File: config.mk
export PLATFORM = sky130hd
export DESIGN_NAME = except_collect
export DESIGN_NICKNAME = d
export VERILOG_FILES = /design/src/rtl/except_collect.sv
export SDC_FILE = /design/constraint.sdc
export NUM_CORES = 1
export LEC_CHECK = 0
export CORE_ASPECT_RATIO = 1.75
export CORE_MARGIN = 2
export CORE_UTILIZATION = 40
export CTS_BUF_LIST = sky130_fd_sc_hd__clkbuf_16
export DETAILED_ROUTE_END_ITERATION = 6
export PLACE_DENSITY = 0.78
export SETUP_SLACK_MARGIN = 0.15
export SYNTH_ARGS = -nofsm -noshare
export SYNTH_HDL_FRONTEND = slang
export SYNTH_SLANG_ARGS = --single-unit
export TNS_END_PERCENT = 5
File: constraint.sdc
create_clock -name clk -period 3.58 [get_ports clk]
set_clock_uncertainty 0.2 [all_clocks]
set_input_delay 1.074 -clock clk [delete_from_list [all_inputs] [get_ports clk]]
set_output_delay 1.074 -clock clk [all_outputs]
set_load 0.01 [all_outputs]
File: src/rtl/except_collect.sv
// EX->MEM exception collector: prioritises raw exception flags into a one-hot
// excepttype for CP0 and sequences the pipeline flush that follows an exception/eret.
module except_collect (
  input  logic        clk,
  input  logic        rst,
  input  logic        stall,
  input  logic        ex_valid,
  input  logic [31:0] ex_pc,
  input  logic        ex_is_branch,
  input  logic        ex_overflow,
  input  logic        ex_syscall,
  input  logic        ex_break,
  input  logic        ex_invalid,
  input  logic        ex_eret,
  input  logic        ex_mfc0,
  input  logic        ex_mtc0,
  input  logic [4:0]  ex_cp0_addr,
  input  logic        ex_mem_en,
  input  logic        ex_mem_we,
  input  logic [1:0]  ex_mem_size,
  input  logic [31:0] ex_mem_addr,
  output logic [13:0] excepttype,
  output logic [31:0] current_pc,
  output logic [31:0] bad_vaddr,
  output logic        mem_en_o,
  output logic        mem_we_o,
  output logic        flush_req
);

  typedef enum logic [1:0] {RUN, FLUSH, DRAIN} state_t;

  state_t      r_state, w_state_nxt;
  logic [13:0] r_exc;
  logic [31:0] r_pc, r_badva;
  logic        r_mem_en, r_mem_we, r_ds;

  logic        w_fetch_ae, w_data_ae;
  logic        w_addr, w_ovf, w_sys, w_brk, w_inv, w_kill_in;
  logic [13:0] w_exc_nxt;
  logic [31:0] w_badva_nxt;
  logic        w_mem_kill, w_clear, w_load;

  // Exception or eret currently sitting in MEM
  assign w_mem_kill = |r_exc[7:2];

  assign w_fetch_ae = ex_pc[1:0] != 2'b00;
  assign w_data_ae  = ex_mem_en &&
                      ((ex_mem_size == 2'b01 && ex_mem_addr[0]) ||
                       (ex_mem_size == 2'b10 && ex_mem_addr[1:0] != 2'b00));

  always_comb begin
    w_addr = 1'b0; w_ovf = 1'b0; w_sys = 1'b0; w_brk = 1'b0; w_inv = 1'b0;
    w_badva_nxt = 32'd0;
    if (ex_valid) begin
      if (w_fetch_ae || w_data_ae) begin
        w_addr      = 1'b1;
        w_badva_nxt = w_fetch_ae ? ex_pc : ex_mem_addr;
      end
      else if (ex_overflow) w_ovf = 1'b1;
      else if (ex_syscall)  w_sys = 1'b1;
      else if (ex_break)    w_brk = 1'b1;
      else if (ex_invalid)  w_inv = 1'b1;
    end
  end

  assign w_kill_in = w_addr | w_ovf | w_sys | w_brk | w_inv | (ex_valid & ex_eret);

  assign w_exc_nxt = ex_valid ?
    {ex_cp0_addr, r_ds, w_addr, w_ovf, w_sys, w_brk, w_inv, ex_eret,
     ex_mfc0 & ~w_kill_in, ex_mtc0 & ~w_kill_in} : 14'd0;

  // State register
  always_ff @(posedge clk) begin
    if (rst) r_state <= RUN;
    else     r_state <= w_state_nxt;
  end

  // Next state
  always_comb begin
    w_state_nxt = r_state;
    case (r_state)
      RUN:     if (w_mem_kill) w_state_nxt = FLUSH;
      FLUSH:   w_state_nxt = DRAIN;
      DRAIN:   w_state_nxt = RUN;
      default: w_state_nxt = RUN;
    endcase
  end

  // Outputs/controls; an excepting MEM instruction overrides stall so it shows for one cycle only
  always_comb begin
    flush_req = (r_state == FLUSH);
    w_clear   = (r_state != RUN) || w_mem_kill;
    w_load    = !w_clear && !stall;
  end

  always_ff @(posedge clk) begin
    if (rst) begin
      r_exc    <= '0;
      r_pc     <= '0;
      r_badva  <= '0;
      r_mem_en <= 1'b0;
      r_mem_we <= 1'b0;
      r_ds     <= 1'b0;
    end
    else if (w_clear) begin
      r_exc    <= '0;
      r_badva  <= '0;
      r_mem_en <= 1'b0;
      r_mem_we <= 1'b0;
      r_ds     <= 1'b0;
    end
    else if (w_load) begin
      r_exc    <= w_exc_nxt;
      r_badva  <= w_badva_nxt;
      r_mem_en <= ex_valid & ex_mem_en & ~w_kill_in;
      r_mem_we <= ex_valid & ex_mem_we & ~w_kill_in;
      if (ex_valid) begin
        r_pc <= ex_pc;
        r_ds <= ex_is_branch;
      end
    end
  end

  assign excepttype = r_exc;
  assign current_pc = r_pc;
  assign bad_vaddr  = r_badva;
  assign mem_en_o   = r_mem_en;
  assign mem_we_o   = r_mem_we;

endmodule

Word-level counts from Yosys, hierarchy flattened. Cells that the tools add are included.

Register bits after elaboration: 83. Input port bits: 85. Output and inout bits: 81. Word-level logic and storage cells: 68.

Equal/unequal tests: 4. Multiplexer cells: 26. Bitwise operators: 14. Reductions and logical operators: 17.

Operators by type and width (number): $mux 32 (3); $mux 1 (20); $mux 14 (1); $and 1x1->1 (7); $reduce_bool 2->1 (3); $reduce_or 6->1 (1); $or 1x1->1 (5); $eq 2x1->1 const B (2); $logic_and 1x1->1 (4); $pmux 2 s2 (1); $logic_or 1x1->1 (3); $reduce_and 3->1 (1); $eq 2x2->1 const B (1); $logic_not 1->1 (2); $logic_not 2->1 (1); $mux 2 (1); $ne 2x2->1 const B (1); $not 1->1 (2); $reduce_and 2->1 (1); $reduce_or 2->1 (1).

Logic depth before layout (Yosys ltp).
Depth in word-level cells: 15. Gate-level depth with buffers: 7.

Worst setup path before layout. Ideal clock, no wire load.

Kind: input to register. From: input rst. To: register r_badva[10], in the netlist bad_vaddr[10]. Library setup time: 0.068 ns. Data arrival time: 2.621 ns. Data required time: 3.312 ns. Path slack: 0.691 ns. Stages on the path: 7. Cells stage by stage: clkbuf_1 > or3_1 > buf_2 > or4b_4 > buf_6 > buf_6 > o2bb2ai_2.

Longest elaborated chain between the ends: 1.

Ends and longest elaborated chain: start, declared (RTL line 5) `input logic rst,`; $reduce_or 2->1 (no source line); end signal, assigned (RTL line 114) `r_badva <= w_badva_nxt;`; end, declared (RTL line 34) `logic [31:0] r_pc, r_badva;`.

Every way passes these cells. A chain may end at the register's enable or synchronous reset.

Worst setup path after layout.
From: input rst. To: register r_badva[18], in the netlist bad_vaddr[18].

Same word-level chain as after synthesis.

==> flow_summary.json <==
{
  "status": "finished clean",
  "drive_above_1_share_pct": 11.1,
  "r2r_setup_slack_ps": 990,
  "dp_slack_ps": 323,
  "drc": 0,
  "critPathMaxStageDelay_ps": 810,
  "grt_max_degree": 35,
  "dr.pass1.iters": 6,
  "antennaDiodeCount": 0,
  "maxSlewViolCount": 0,
  "ys_ff_latch": 83,
  "critPathSlowestCell": "or4b_4",
  "regArea_um2": 1660,
  "post_cts_resized": 0,
  "cp_max_fo": 32,
  "hold_start": "current_pc[14]",
  "num_vias": 3147,
  "p_per_area_nw_per_um2": 546,
  "wl_per_cell_um": 17.7,
  "slew_headroom_pct": 56.9,
  "synth_compound_area_share_pct": 22.1,
  "finalNetCount": 587,
  "place_hpwl_mm": 7.68,
  "io_pins": 166,
  "grt_setup_unrepaired": "no",
  "insertion_delay_ps": 330,
  "crit_family": "simple AND/OR/NAND/NOR gates",
  "arrival_ps": 2980,
  "worst_pin_slew_ps": 641,
  "io_buffers": 165,
  "area_growth_pct": 59.5,
  "hold_path_class": "reg2reg",
  "die_w_um": 73.4,
  "synthAdderAreaFrac_pct": 0,
  "htreeDepth": 3,
  "power.internal_uw": 1980,
  "maxCapViolations": 0,
  "wl_mm": 10.6,
  "grt_pass1_wl_mm": 16.1,
  "synth.area.mux_share_pct": 8.91,
  "gp_congestion": 0.876,
  "seqPwrFrac_pct": 38.6,
  "rows": 44,
  "startpoint_type": "input pin",
  "yosys.area_share.xor_xnor_pct": 0,
  "p_leak_uw": 0.00191,
  "fin_util_pct": 65.1,
  "cts_root_buf": "clkbuf_16",
  "tritoncts": "done",
  "cp-end-kind": "register",
  "crit_buf_inv": 1,
  "reg2reg_to": "bad_vaddr[18]",
  "ant_nets": 0,
  "switchingPower_uw": 953,
  "drt_iter0_drc": 128,
  "max_freq_mhz": 343,
  "hold_violations": 0,
  "hold_slack_ps": 252,
  "p_comb_share_pct": 34.1,
  "grt_use_total_pct": 23.2,
  "clock_power_share_pct": 27.3,
  "postCtsSetupRepairBufs": 0,
  "ys_seq_area_share_pct": 49.3,
  "antenna_found_initial": 0,
  "syn_inst": 341,
  "hold_depth": 2,
  "yosys_warnings": 0,
  "nFillCells": 684,
  "dpl_cell_area_um2": 5120,
  "final.setup.tns_ps": 0,
  "synth_area_um2": 3370,
  "ir_drop_v": 0.000394,
  "avgViaCountPerCell": 5.26,
  "cts_buffer_depth": 2,
  "postLayoutCellArea_um2": 5370,
  "synth_top_family_by_area": "compound AO/OA/AOI/OAI gates",
  "critical_path.cell_chain": "clkdlybuf4s50_1 -> or3_1 -> or4b_4 -> o2bb2ai_2",
  "multi_input_area_um2": 1580,
  "overflow": 0,
  "sw_frac_of_total_pct": 32.5,
  "setup_viol": 0,
  "grt_pass1_vias": 3207,
  "crit_type": "in2reg",
  "fp.coreArea_um2": 8260,
  "cts.sinks": 83,
  "min_to": "current_pc[14]",
  "period_share_pct": 81.3,
  "cts_buffers": 9,
  "syn_avg_cell_area_um2": 9.88,
  "r2r_start": "r_state[0]",
  "fp.dieArea_um2": 9200,
  "ctsHoldBuffers": 0,
  "synth_simple_gate_area_share_pct": 15.4,
  "synth_nets": 426,
  "r2r_cells": 4,
  "die_y_um": 125,
  "fin_ws_ps": 668,
  "worst_ep_required_time_ps": 3640,
  "fin_crit_ps": 2910,
  "start_util_pct": 40.8,
  "synth.distinct_cells": 28,
  "path_clk_slew_ps": 50
}
layer usage:
layer / share of wire [%] / vias to the layer above / track usage, %
met2: 54 / 128 / 41.8
met5: 0 / - / 0
met1: 37 / 1459 / 24.7
met3: 5.7 / 22 / 5.08
met4: 3.4 / 0 / 11.0
li1: - / 1538 / -
cells in the mapped netlist, drive strengths merged:
cell | instances | share of area [%]
or4b | 1 | 0.41
nor3b | 2 | 0.45
o21bai | 1 | 0.22
nand3b | 1 | 0.22
or4 | 2 | 0.56
and4 | 1 | 0.26
or3 | 2 | 0.37
nand2 | 76 | 8.5
nor2b | 1 | 0.19
nor4 | 3 | 0.56
nand4 | 5 | 0.93
nand3 | 9 | 1.3
nor3 | 3 | 0.45
o2bb2ai | 32 | 14
a2111oi | 1 | 0.26
buf | 8 | 1.8
a21oi | 50 | 7.4
o211a | 1 | 0.30
inv | 3 | 0.33
nor2 | 4 | 0.45
clkbuf | 19 | 2.1
dfxtp | 83 | 49
nand4b | 3 | 0.78
mux2i | 30 | 8.9
final cells by class:
type                    count  share of cell area [%]
clock inverters             6                   0.489
repair buffers            177                    32.7
inverters                   3                   0.210
clock buffers               9                    4.19
flip-flops and latches     83                    30.9
multi-input cells         228                    29.4
well taps                  92                    2.14
logic make-up after synthesis:
| group | after synthesis |
|---|---|
| mux | 30 |
| compound gates | 85 |
| buf+inv | 30 |
| simple gates | 113 |
| flops | 83 |
power groups by stage:
stage	logic [uW]	registers, uW	clock network [uW]
final	999	1130	801
after global routing	1080	1150	841
after CTS	1010	1130	810
after detailed placement	1000	1150	0
after global placement	982	1150	0
after floorplan	446	1200	0
how the worst max path moves through the flow:
stage / start / cells past startpoint / end / slack, ps
finish: rst / 4 / bad_vaddr[18] / 670
global route: rst / 4 / bad_vaddr[21] / 580
CTS: rst / 4 / bad_vaddr[28] / 670
detailed placement: rst / 4 / bad_vaddr[18] / 320
global placement: rst / 4 / bad_vaddr[21] / 370
floorplan: rst / 7 / bad_vaddr[10] / 690
stage by stage:
| stage | total power, uW | instances |
|---|---|---|
| 6_report | 2930 | 598 |
| 2_1_floorplan | 1640 | 341 |
| 3_3_place_gp | 2130 | 583 |
| 4_1_cts | 2950 | 598 |
| 3_5_place_dp | 2150 | 583 |
| 5_1_grt | 3070 | 598 |
worst min-delay path: stages (launching register included):
cell     delay (ps)
dfxtp_1         300
nand2_1          50
a21oi_1          50
cells in the final DEF, fill, tap and decap left out, types with 3 or more instances in the layout:
| cell | instances |
|---|---|
| mux2i_1 | 30 |
| clkinv_1 | 3 |
| nor4_1 | 3 |
| nand3_1 | 9 |
| inv_1 | 5 |
| nor3_1 | 3 |
| o2bb2ai_2 | 30 |
| nand4_1 | 5 |
| dfxtp_1 | 83 |
| clkbuf_16 | 9 |
| nand2_1 | 76 |
| nand4b_1 | 3 |
| buf_4 | 11 |
| clkdlybuf4s50_1 | 165 |
| a21oi_1 | 50 |
flip-flops by register name, indices dropped and copies added (netlist names):
register    count
r_state         2
current_pc     32
excepttype     14
bad_vaddr      32
r_ds            1
mem_en_o        1
mem_we_o        1
Power figures use the tool's default switching activity.
